`src/rtl/lsu_pkg.sv`:
```
// Shared constants, state encoding and request decode helpers for the data-memory LSU master.
package lsu_pkg;

    localparam logic [2:0] F3_B  = 3'b000;
    localparam logic [2:0] F3_H  = 3'b001;
    localparam logic [2:0] F3_W  = 3'b010;
    localparam logic [2:0] F3_BU = 3'b100;
    localparam logic [2:0] F3_HU = 3'b101;

    localparam logic [1:0] ERR_NONE     = 2'b00;
    localparam logic [1:0] ERR_MISALIGN = 2'b01;
    localparam logic [1:0] ERR_TIMEOUT  = 2'b10;
    localparam logic [1:0] ERR_ILLEGAL  = 2'b11;

    typedef enum logic [1:0] {
        S_IDLE = 2'd0,
        S_REQ  = 2'd1,
        S_RESP = 2'd2,
        S_DONE = 2'd3
    } state_t;

    // Stores only exist as SB/SH/SW, so any store with the "unsigned" bit set is illegal.
    function automatic logic f3_illegal(input logic we, input logic [2:0] f3);
        logic bad;
        bad = 1'b0;
        case (f3)
            F3_B, F3_H, F3_W:  bad = 1'b0;
            F3_BU, F3_HU:      bad = we;
            default:           bad = 1'b1;
        endcase
        return bad;
    endfunction

    function automatic logic addr_misaligned(input logic [2:0] f3, input logic [1:0] lsb);
        logic bad;
        bad = 1'b0;
        case (f3)
            F3_H, F3_HU: bad = lsb[0];
            F3_W:        bad = (lsb != 2'b00);
            default:     bad = 1'b0;
        endcase
        return bad;
    endfunction

    function automatic logic [3:0] f3_sel(input logic [2:0] f3);
        logic [3:0] sel;
        sel = 4'b0000;
        case (f3)
            F3_B, F3_BU: sel = 4'b0001;
            F3_H, F3_HU: sel = 4'b0011;
            F3_W:        sel = 4'b1111;
            default:     sel = 4'b0000;
        endcase
        return sel;
    endfunction

endpackage

```
`src/rtl/lsu_load_ext.sv`:
```
// Sign/zero extension of lane-0 aligned read data according to the load width.
module lsu_load_ext
    import lsu_pkg::*;
(
    input  logic [2:0]  funct3_i,
    input  logic [31:0] data_i,
    output logic [31:0] data_o
);

    always_comb begin
        data_o = data_i;
        case (funct3_i)
            F3_B:    data_o = {{24{data_i[7]}}, data_i[7:0]};
            F3_BU:   data_o = {24'd0, data_i[7:0]};
            F3_H:    data_o = {{16{data_i[15]}}, data_i[15:0]};
            F3_HU:   data_o = {16'd0, data_i[15:0]};
            default: data_o = data_i;
        endcase
    end

endmodule

```
`src/rtl/dmem_lsu_master.sv`:
```
// Initiator of the data-RAM port: one load/store at a time, registered response,
// extended load data or an error code back to the MEM stage.
module dmem_lsu_master
    import lsu_pkg::*;
#(
    parameter int TIMEOUT_CYC = 8,
    parameter int CNT_W       = 4
) (
    input  logic        clk,
    input  logic        rst,
    input  logic        i_req_vld,
    output logic        o_req_rdy,
    input  logic        i_req_we,
    input  logic [2:0]  i_req_funct3,
    input  logic [31:0] i_req_addr,
    input  logic [31:0] i_req_wdata,
    output logic [31:0] o_addr,
    output logic        o_addr_vld,
    output logic        o_wr_en,
    output logic [3:0]  o_sel,
    output logic [31:0] o_wdata,
    input  logic [31:0] i_rdata,
    input  logic        i_d_valid,
    output logic        o_rsp_vld,
    output logic [31:0] o_rsp_data,
    output logic [1:0]  o_rsp_err,
    output logic        o_stall
);

    localparam logic [CNT_W-1:0] CNT_LAST = CNT_W'(TIMEOUT_CYC - 1);

    state_t             state_q, state_d;
    logic [CNT_W-1:0]   cnt_q, cnt_d;
    logic [31:0]        addr_q, addr_d;
    logic [31:0]        wdata_q, wdata_d;
    logic [3:0]         sel_q, sel_d;
    logic               we_q, we_d;
    logic [2:0]         f3_q, f3_d;
    logic [31:0]        rsp_data_q, rsp_data_d;
    logic [1:0]         rsp_err_q, rsp_err_d;

    logic               accept;
    logic [31:0]        ext_data;

    lsu_load_ext u_load_ext (
        .funct3_i (f3_q),
        .data_i   (i_rdata),
        .data_o   (ext_data)
    );

    // Request handshake: a request transfers in the cycle where i_req_vld and
    // o_req_rdy are both high; the MEM stage keeps it stable until then.
    assign o_req_rdy = (state_q == S_IDLE) && !rst;
    assign accept    = i_req_vld && o_req_rdy;

    always_comb begin
        state_d    = state_q;
        cnt_d      = cnt_q;
        addr_d     = addr_q;
        wdata_d    = wdata_q;
        sel_d      = sel_q;
        we_d       = we_q;
        f3_d       = f3_q;
        rsp_data_d = rsp_data_q;
        rsp_err_d  = rsp_err_q;
        case (state_q)
            S_IDLE: begin
                if (accept) begin
                    f3_d = i_req_funct3;
                    we_d = i_req_we;
                    if (f3_illegal(i_req_we, i_req_funct3)) begin
                        rsp_err_d  = ERR_ILLEGAL;
                        rsp_data_d = 32'd0;
                        state_d    = S_DONE;
                    end else if (addr_misaligned(i_req_funct3, i_req_addr[1:0])) begin
                        rsp_err_d  = ERR_MISALIGN;
                        rsp_data_d = 32'd0;
                        state_d    = S_DONE;
                    end else begin
                        addr_d  = i_req_addr;
                        wdata_d = i_req_wdata;
                        sel_d   = f3_sel(i_req_funct3);
                        state_d = S_REQ;
                    end
                end
            end
            S_REQ: begin
                cnt_d   = '0;
                state_d = S_RESP;
            end
            S_RESP: begin
                // A response on the final wait cycle still counts as success.
                if (i_d_valid) begin
                    rsp_data_d = we_q ? 32'd0 : ext_data;
                    rsp_err_d  = ERR_NONE;
                    state_d    = S_DONE;
                end else if (cnt_q == CNT_LAST) begin
                    rsp_data_d = 32'd0;
                    rsp_err_d  = ERR_TIMEOUT;
                    state_d    = S_DONE;
                end else begin
                    cnt_d = cnt_q + 1'b1;
                end
            end
            S_DONE: begin
                rsp_data_d = 32'd0;
                rsp_err_d  = ERR_NONE;
                state_d    = S_IDLE;
            end
            default: state_d = S_IDLE;
        endcase
    end

    always_ff @(posedge clk or posedge rst) begin
        if (rst) begin
            state_q    <= S_IDLE;
            cnt_q      <= '0;
            addr_q     <= 32'd0;
            wdata_q    <= 32'd0;
            sel_q      <= 4'd0;
            we_q       <= 1'b0;
            f3_q       <= 3'd0;
            rsp_data_q <= 32'd0;
            rsp_err_q  <= ERR_NONE;
        end else begin
            state_q    <= state_d;
            cnt_q      <= cnt_d;
            addr_q     <= addr_d;
            wdata_q    <= wdata_d;
            sel_q      <= sel_d;
            we_q       <= we_d;
            f3_q       <= f3_d;
            rsp_data_q <= rsp_data_d;
            rsp_err_q  <= rsp_err_d;
        end
    end

    assign o_addr     = addr_q;
    assign o_wdata    = wdata_q;
    assign o_sel      = sel_q;
    assign o_addr_vld = (state_q == S_REQ);
    assign o_wr_en    = (state_q == S_REQ) && we_q;
    assign o_rsp_vld  = (state_q == S_DONE);
    assign o_rsp_data = rsp_data_q;
    assign o_rsp_err  = rsp_err_q;
    assign o_stall    = (state_q != S_IDLE) || accept;

endmodule

```
`config.mk`:
```
export PLATFORM = sky130hd
export DESIGN_NAME = dmem_lsu_master
export DESIGN_NICKNAME = d
export VERILOG_FILES = /design/src/rtl/lsu_pkg.sv /design/src/rtl/lsu_load_ext.sv /design/src/rtl/dmem_lsu_master.sv
export SDC_FILE = /design/constraint.sdc
export NUM_CORES = 1
export LEC_CHECK = 0
export CORE_MARGIN = 2
export CORE_UTILIZATION = 38
export DETAILED_ROUTE_END_ITERATION = 16
export PLACE_DENSITY_LB_ADDON = 0.08
export SYNTH_ARGS = -nofsm -noshare
export SYNTH_HDL_FRONTEND = slang
export SYNTH_SLANG_ARGS = --single-unit
```
`constraint.sdc`:
```
create_clock -name clk -period 3 [get_ports clk]
set_input_delay 0.3 -clock clk [delete_from_list [all_inputs] [get_ports clk]]
set_output_delay 0.3 -clock clk [all_outputs]
set_load 0.02 [all_outputs]
```
; After elaboration in Yosys (flattened, before gate mapping)
; Cells that the tools add are included.
[totals]
reg_bits = 112
input_bits = 104
word_cells = 80
[classes]
eq_ne = 16
bitwise_logic = 2
mux = 31
reduce_logical = 21
n_addsub = 1
[ops]
columns = cell, n
row1 = 2-to-1 mux 32 bit, 6
row2 = one-hot mux 32 bit (4 select lines), 1
row3 = one-hot mux 32 bit (3 select lines), 1
row4 = 2-to-1 mux 2 bit, 10
row5 = "== test 3 bit, second input constant", 4
row6 = one-hot mux 4 bit (3 select lines), 1
row7 = 2-to-1 mux 4 bit, 2
row8 = one-hot mux 2 bit (4 select lines), 1
row9 = one-hot mux 4 bit (2 select lines), 1
row10 = AND reduction 4 bit, 2
row11 = "== test 3 x 1 -> 1 bit, second input constant", 2
row12 = logical NOT 3 bit, 2
row13 = "!= test 2 bit, second input constant", 3
row14 = one-hot mux 2 bit (3 select lines), 1
row15 = nonzero test 2 bit, 3
row16 = OR reduction 2 bit, 3
row17 = 2-to-1 mux 1 bit, 5
row18 = "adder 4 x 1 -> 4 bit, second input constant", 1
row19 = "== test 2 bit, second input constant", 2
row20 = "== test 4 x 3 -> 1 bit, second input constant", 1
row21 = one-hot mux 1 bit (2 select lines), 2
row22 = AND reduction 2 bit, 2
row23 = "== test 3 x 2 -> 1 bit, second input constant", 1
row24 = logical AND 1 bit, 3
row25 = other kinds (10), 11

; Depth between registers and ports, before layout
[depth]
ltp_word = 12
ltp_mapped = 9

; By module
; From an unflattened synthesis, not the netlist that was laid out.
[unflattened]
hier_cells = 360
hier_area_um2 = 4760.8
[modules_own_cells]
columns = mod, n_inst, cells_each, area_each_um2
row1 = dmem_lsu_master, 1, 293, 4405.5
row2 = lsu_load_ext, 1, 67, 355.3

; Worst setup path before layout
; OpenSTA, ideal clock, no wires.
[synth_path]
path_kind = input-to-reg
startpoint = input rst
endpoint = register rsp_data_q[0], in the netlist o_rsp_data[0]
t_required_ps = 2879
arrival_ps = 3973
slack_ps = -1093
stages = 6
path_cell_list = inv_1 > a41oi_2 > a211o_1 > buf_4 > buf_4 > a22o_1
[synth_between]
elab_chain_cells = 5
[synth_lines]
columns = element, line
row1 = start: declaration, dmem_lsu_master.sv:10  ; input logic rst,
row2 = logical NOT 1 bit (no source line), n/a
row3 = logical AND 1 bit, dmem_lsu_master.sv:53  ; assign o_req_rdy = (state_q == S_IDLE) && !rst;
row4 = logical AND 1 bit, dmem_lsu_master.sv:54  ; assign accept = i_req_vld && o_req_rdy;
row5 = != test 2 bit (no source line), n/a
row6 = AND reduction 4 bit (no source line), n/a
row7 = end signal: assignment, dmem_lsu_master.sv:133  ; rsp_data_q <= rsp_data_d;
row8 = end: declaration, dmem_lsu_master.sv:39  ; logic [31:0] rsp_data_q, rsp_data_d;
; No other way between the ends.
; A chain may end at the register's enable or synchronous reset.

; Final worst setup path
[layout_path]
startpoint = register state_q[0]
endpoint = register rsp_data_q[11], in the netlist o_rsp_data[11]
[layout_between]
elab_chain_cells = 5
[layout_lines]
columns = element, line
row1 = start: declaration, dmem_lsu_master.sv:32  ; state_t state_q, state_d;
row2 = start signal: assignment, dmem_lsu_master.sv:126  ; state_q <= state_d;
row3 = logical NOT 2 bit, "dmem_lsu_master.sv:53, dmem_lsu_master.sv:66"
row4 = logical AND 1 bit, dmem_lsu_master.sv:53
row5 = logical AND 1 bit, dmem_lsu_master.sv:54
row6 = != test 2 bit (no source line), n/a
row7 = AND reduction 4 bit (no source line), n/a
; Parallel ways exist; a longest one is shown, timed or not.

==> impl_metrics.toml <==
[timing]
rsz0062_at_grt = "false"
slew-limit-headroom_pct = 20.28
tightest_slew_ns = 1.193
finalSetupViolations = 0
timing.final.crit_share_pct = 87.92
fmax_mhz = 379.1
final_hold_viol_count = 0
finClkSkew_ns = 0.007881
final_max_slew_viol_count = 0
min_period_ns = 2.638

[drt]
vias_per_cell = 5.071
vias = 3504
firstDrtPassIters = 4
antenna_left = 0
route.detailed.drc = 0
drt_iter0_markers = 104
wl_mm = 11.62
avgRoutedWirePerCell_um = 16.81

[cells_and_area]
seqCellArea_um2 = 2778
fill_cells = 1006
final_common_cell = "clkdlybuf4s50_1"
multi_input_area_um2 = 1734
syn2layout_area_growth_pct = 55.30
finalNetCount = 649
final_cell_mix = "210 x clkdlybuf4s50_1, 111 x dfrtp_1, 63 x mux2_2, 19 x nor2b_1"
fin_cells = 691
antennaDiodeCount = 0
drive_gt1_share_pct = 18.57

[die]
die_w_um = 114.1
die-area_um2 = 13010
rows = 40
start_util_pct = 38.66
die_h_um = 114.1
fp.coreArea_um2 = 11910
ios = 211

[pwr]
power_density_nw_per_um2 = 1014
power_leakage_nw = 3.132
p_total_mw = 7.253
peakVddDrop_v = 0.0004793

[global_route]
antenna_found_initial = 0
gr-total-overflow = 0
grt_pass1_wl_mm = 18.21
grtUsageTotal_pct = 17.99
grt_max_degree = 70
grt_pass1_vias = 3580

[synthesis]
synth_xor_area_share_pct = 0
synth_compound_gate_area_share_pct = 10.62
yosysWarnings = 0
synth_seq_area_share_pct = 60.33
synthFlopType = "dfrtp_1"
synth.ff_latch_count = 111
synth_cell_types = 35
syn_inst = 333
synth-simple-area-share_pct = 6.332
synth_top_family_by_area = "multiplexers"
muxShareOfSynthArea_pct = 17.69
synth_edf_count = 0
synthAdderAreaFrac_pct = 1.630
synthArstFlopShare_pct = 100.0
synth_area_per_cell_um2 = 13.83
synth.net_count = 443
synth_area_um2 = 4604

[clock_network]
clk-insertion-delay-late_ns = 0.35
htree_levels = 3
holdBufCountCts = 0
clk_pin_slew_ns = 0.07
clkSinkCount = 111
clockBufferDepth = 2
cts_setup_buffers = 0
ctsRootBufferMaster = "clkbuf_16"
cts_tree = "built"
cts_resized = 0
numCtsBuffers = 9

[placed_design]
placed_cells = 675
gp_congestion = 0.8100
port_buffers = 210
hpwl_mm = 8.454

[run]
maxCapViolations = 0

[worst_hold_path]
hold_path_class = "reg -> reg"

[worst_setup_path]
worstPathArrival_ns = 2.91
path_max_fanout = 16
setup.worst_path.start_class = "register"
end_kind = "register"
cp.required_ns = 3.28
worstSetupPathType = "reg -> reg"

[run_status]
status = "complete, no violations"
==> critical path: stages (launching register included) <==
cell	delay [ns]
dfrtp_1	0.41
inv_1	0.13
ha_1	0.32
inv_1	0.13
nor4_1	0.34
nor2b_1	0.98
a22o_1	0.25
==> final cells by class <==
class,count,share of cell area (%)
timing repair buffer,215,30.10
sequential,111,38.85
clock buffer,13,3.500
multi-input combinational,194,24.25
clock inverter,3,0.2625
tap,147,2.572
inverter,8,0.4724
==> flip-flops by register name (all words and copies together) (netlist names) <==
name / flops
o_sel: 3
f3_q: 3
o_rsp_data: 32
o_addr: 32
we_q: 1
o_rsp_err: 2
state_q: 2
cnt_q: 4
o_wdata: 32
==> where the power goes <==
part | switching, mW | internal, mW
logic | 1.74 | 1.85
clock network | 0.515 | 0.586
registers | 0.422 | 2.15
total | 2.67 | 4.58
==> layer usage <==
layer  vias to the layer above  global-route usage [%]  share of wire, %
met1                      1747                   23.01                42
met5                         -                       0                 0
met2                       132                   27.22                46
met3                        18                   7.147               9.7
met4                         0                   7.724               2.4
li1                       1607                       -                 -
==> cell usage after synthesis, types with 3 or more instances <==
master	instances	area [µm²]
dfrtp_1	111	2778
mux2_2	63	709.4
nor2b_1	19	118.9
o2bb2ai_1	17	148.9
a22o_1	16	140.1
o21ai_0	16	80.08
nand2_1	14	52.55
buf_2	8	40.04
inv_1	8	30.03
ha_1	6	75.07
buf_4	5	37.54
mux2_4	5	75.07
a21oi_1	4	20.02
nand4_1	4	25.02
nor2_1	4	15.01
buf_6	3	33.78
clkbuf_1	3	11.26
mux2i_1	3	30.03
nand3b_1	3	22.52
nor4_1	3	18.77
==> worst paths after layout <==
kind / startpoint / end / slack [ns] / depth (start not counted)
worst max-delay path: state_q[0]$_DFFE_PP0P_ / o_rsp_data[11]$_DFFE_PP0P_ / 0.36 / 6
worst min-delay path: o_sel[0]$_DFFE_PP0P_ / o_sel[0]$_DFFE_PP0P_ / 0.47 / 1
worst max register to register: state_q[0]$_DFFE_PP0P_ / o_rsp_data[11]$_DFFE_PP0P_ / 0.36 / 6
worst min register to register: o_sel[0]$_DFFE_PP0P_ / o_sel[0]$_DFFE_PP0P_ / 0.47 / 1
max in group asynchronous: rst / o_wdata[11]$_DFFE_PP0P_ / 1.78 / 3
min in group asynchronous: rst / we_q$_DFFE_PP0N_ / 0.56 / 3
==> stage by stage <==
step           utilization, %  instance area (µm²)  setup slack [ns]  setup TNS [ns]  hold slack, ns
6_report                60.03                 7151            0.3625               0          0.4746
2_1_floorplan               -                 4698          -0.04450         -0.7370          0.4325
4_1_cts                 60.03                 7151            0.3552               0          0.4882
3_3_place_gp            57.77                 6882            0.5182               0          0.4502
5_1_grt                 60.03                 7151           0.02412               0          0.4989
3_5_place_dp            57.77                 6882            0.4067               0          0.4607
==> logic make-up after synthesis <==
group | Yosys count
DFF | 111
muxes | 71
AOI/OAI and AO/OA | 65
adders and majority gates | 6
buffers and inverters | 28
and+or+nand+nor | 52
(Power assumes the default switching activity.)
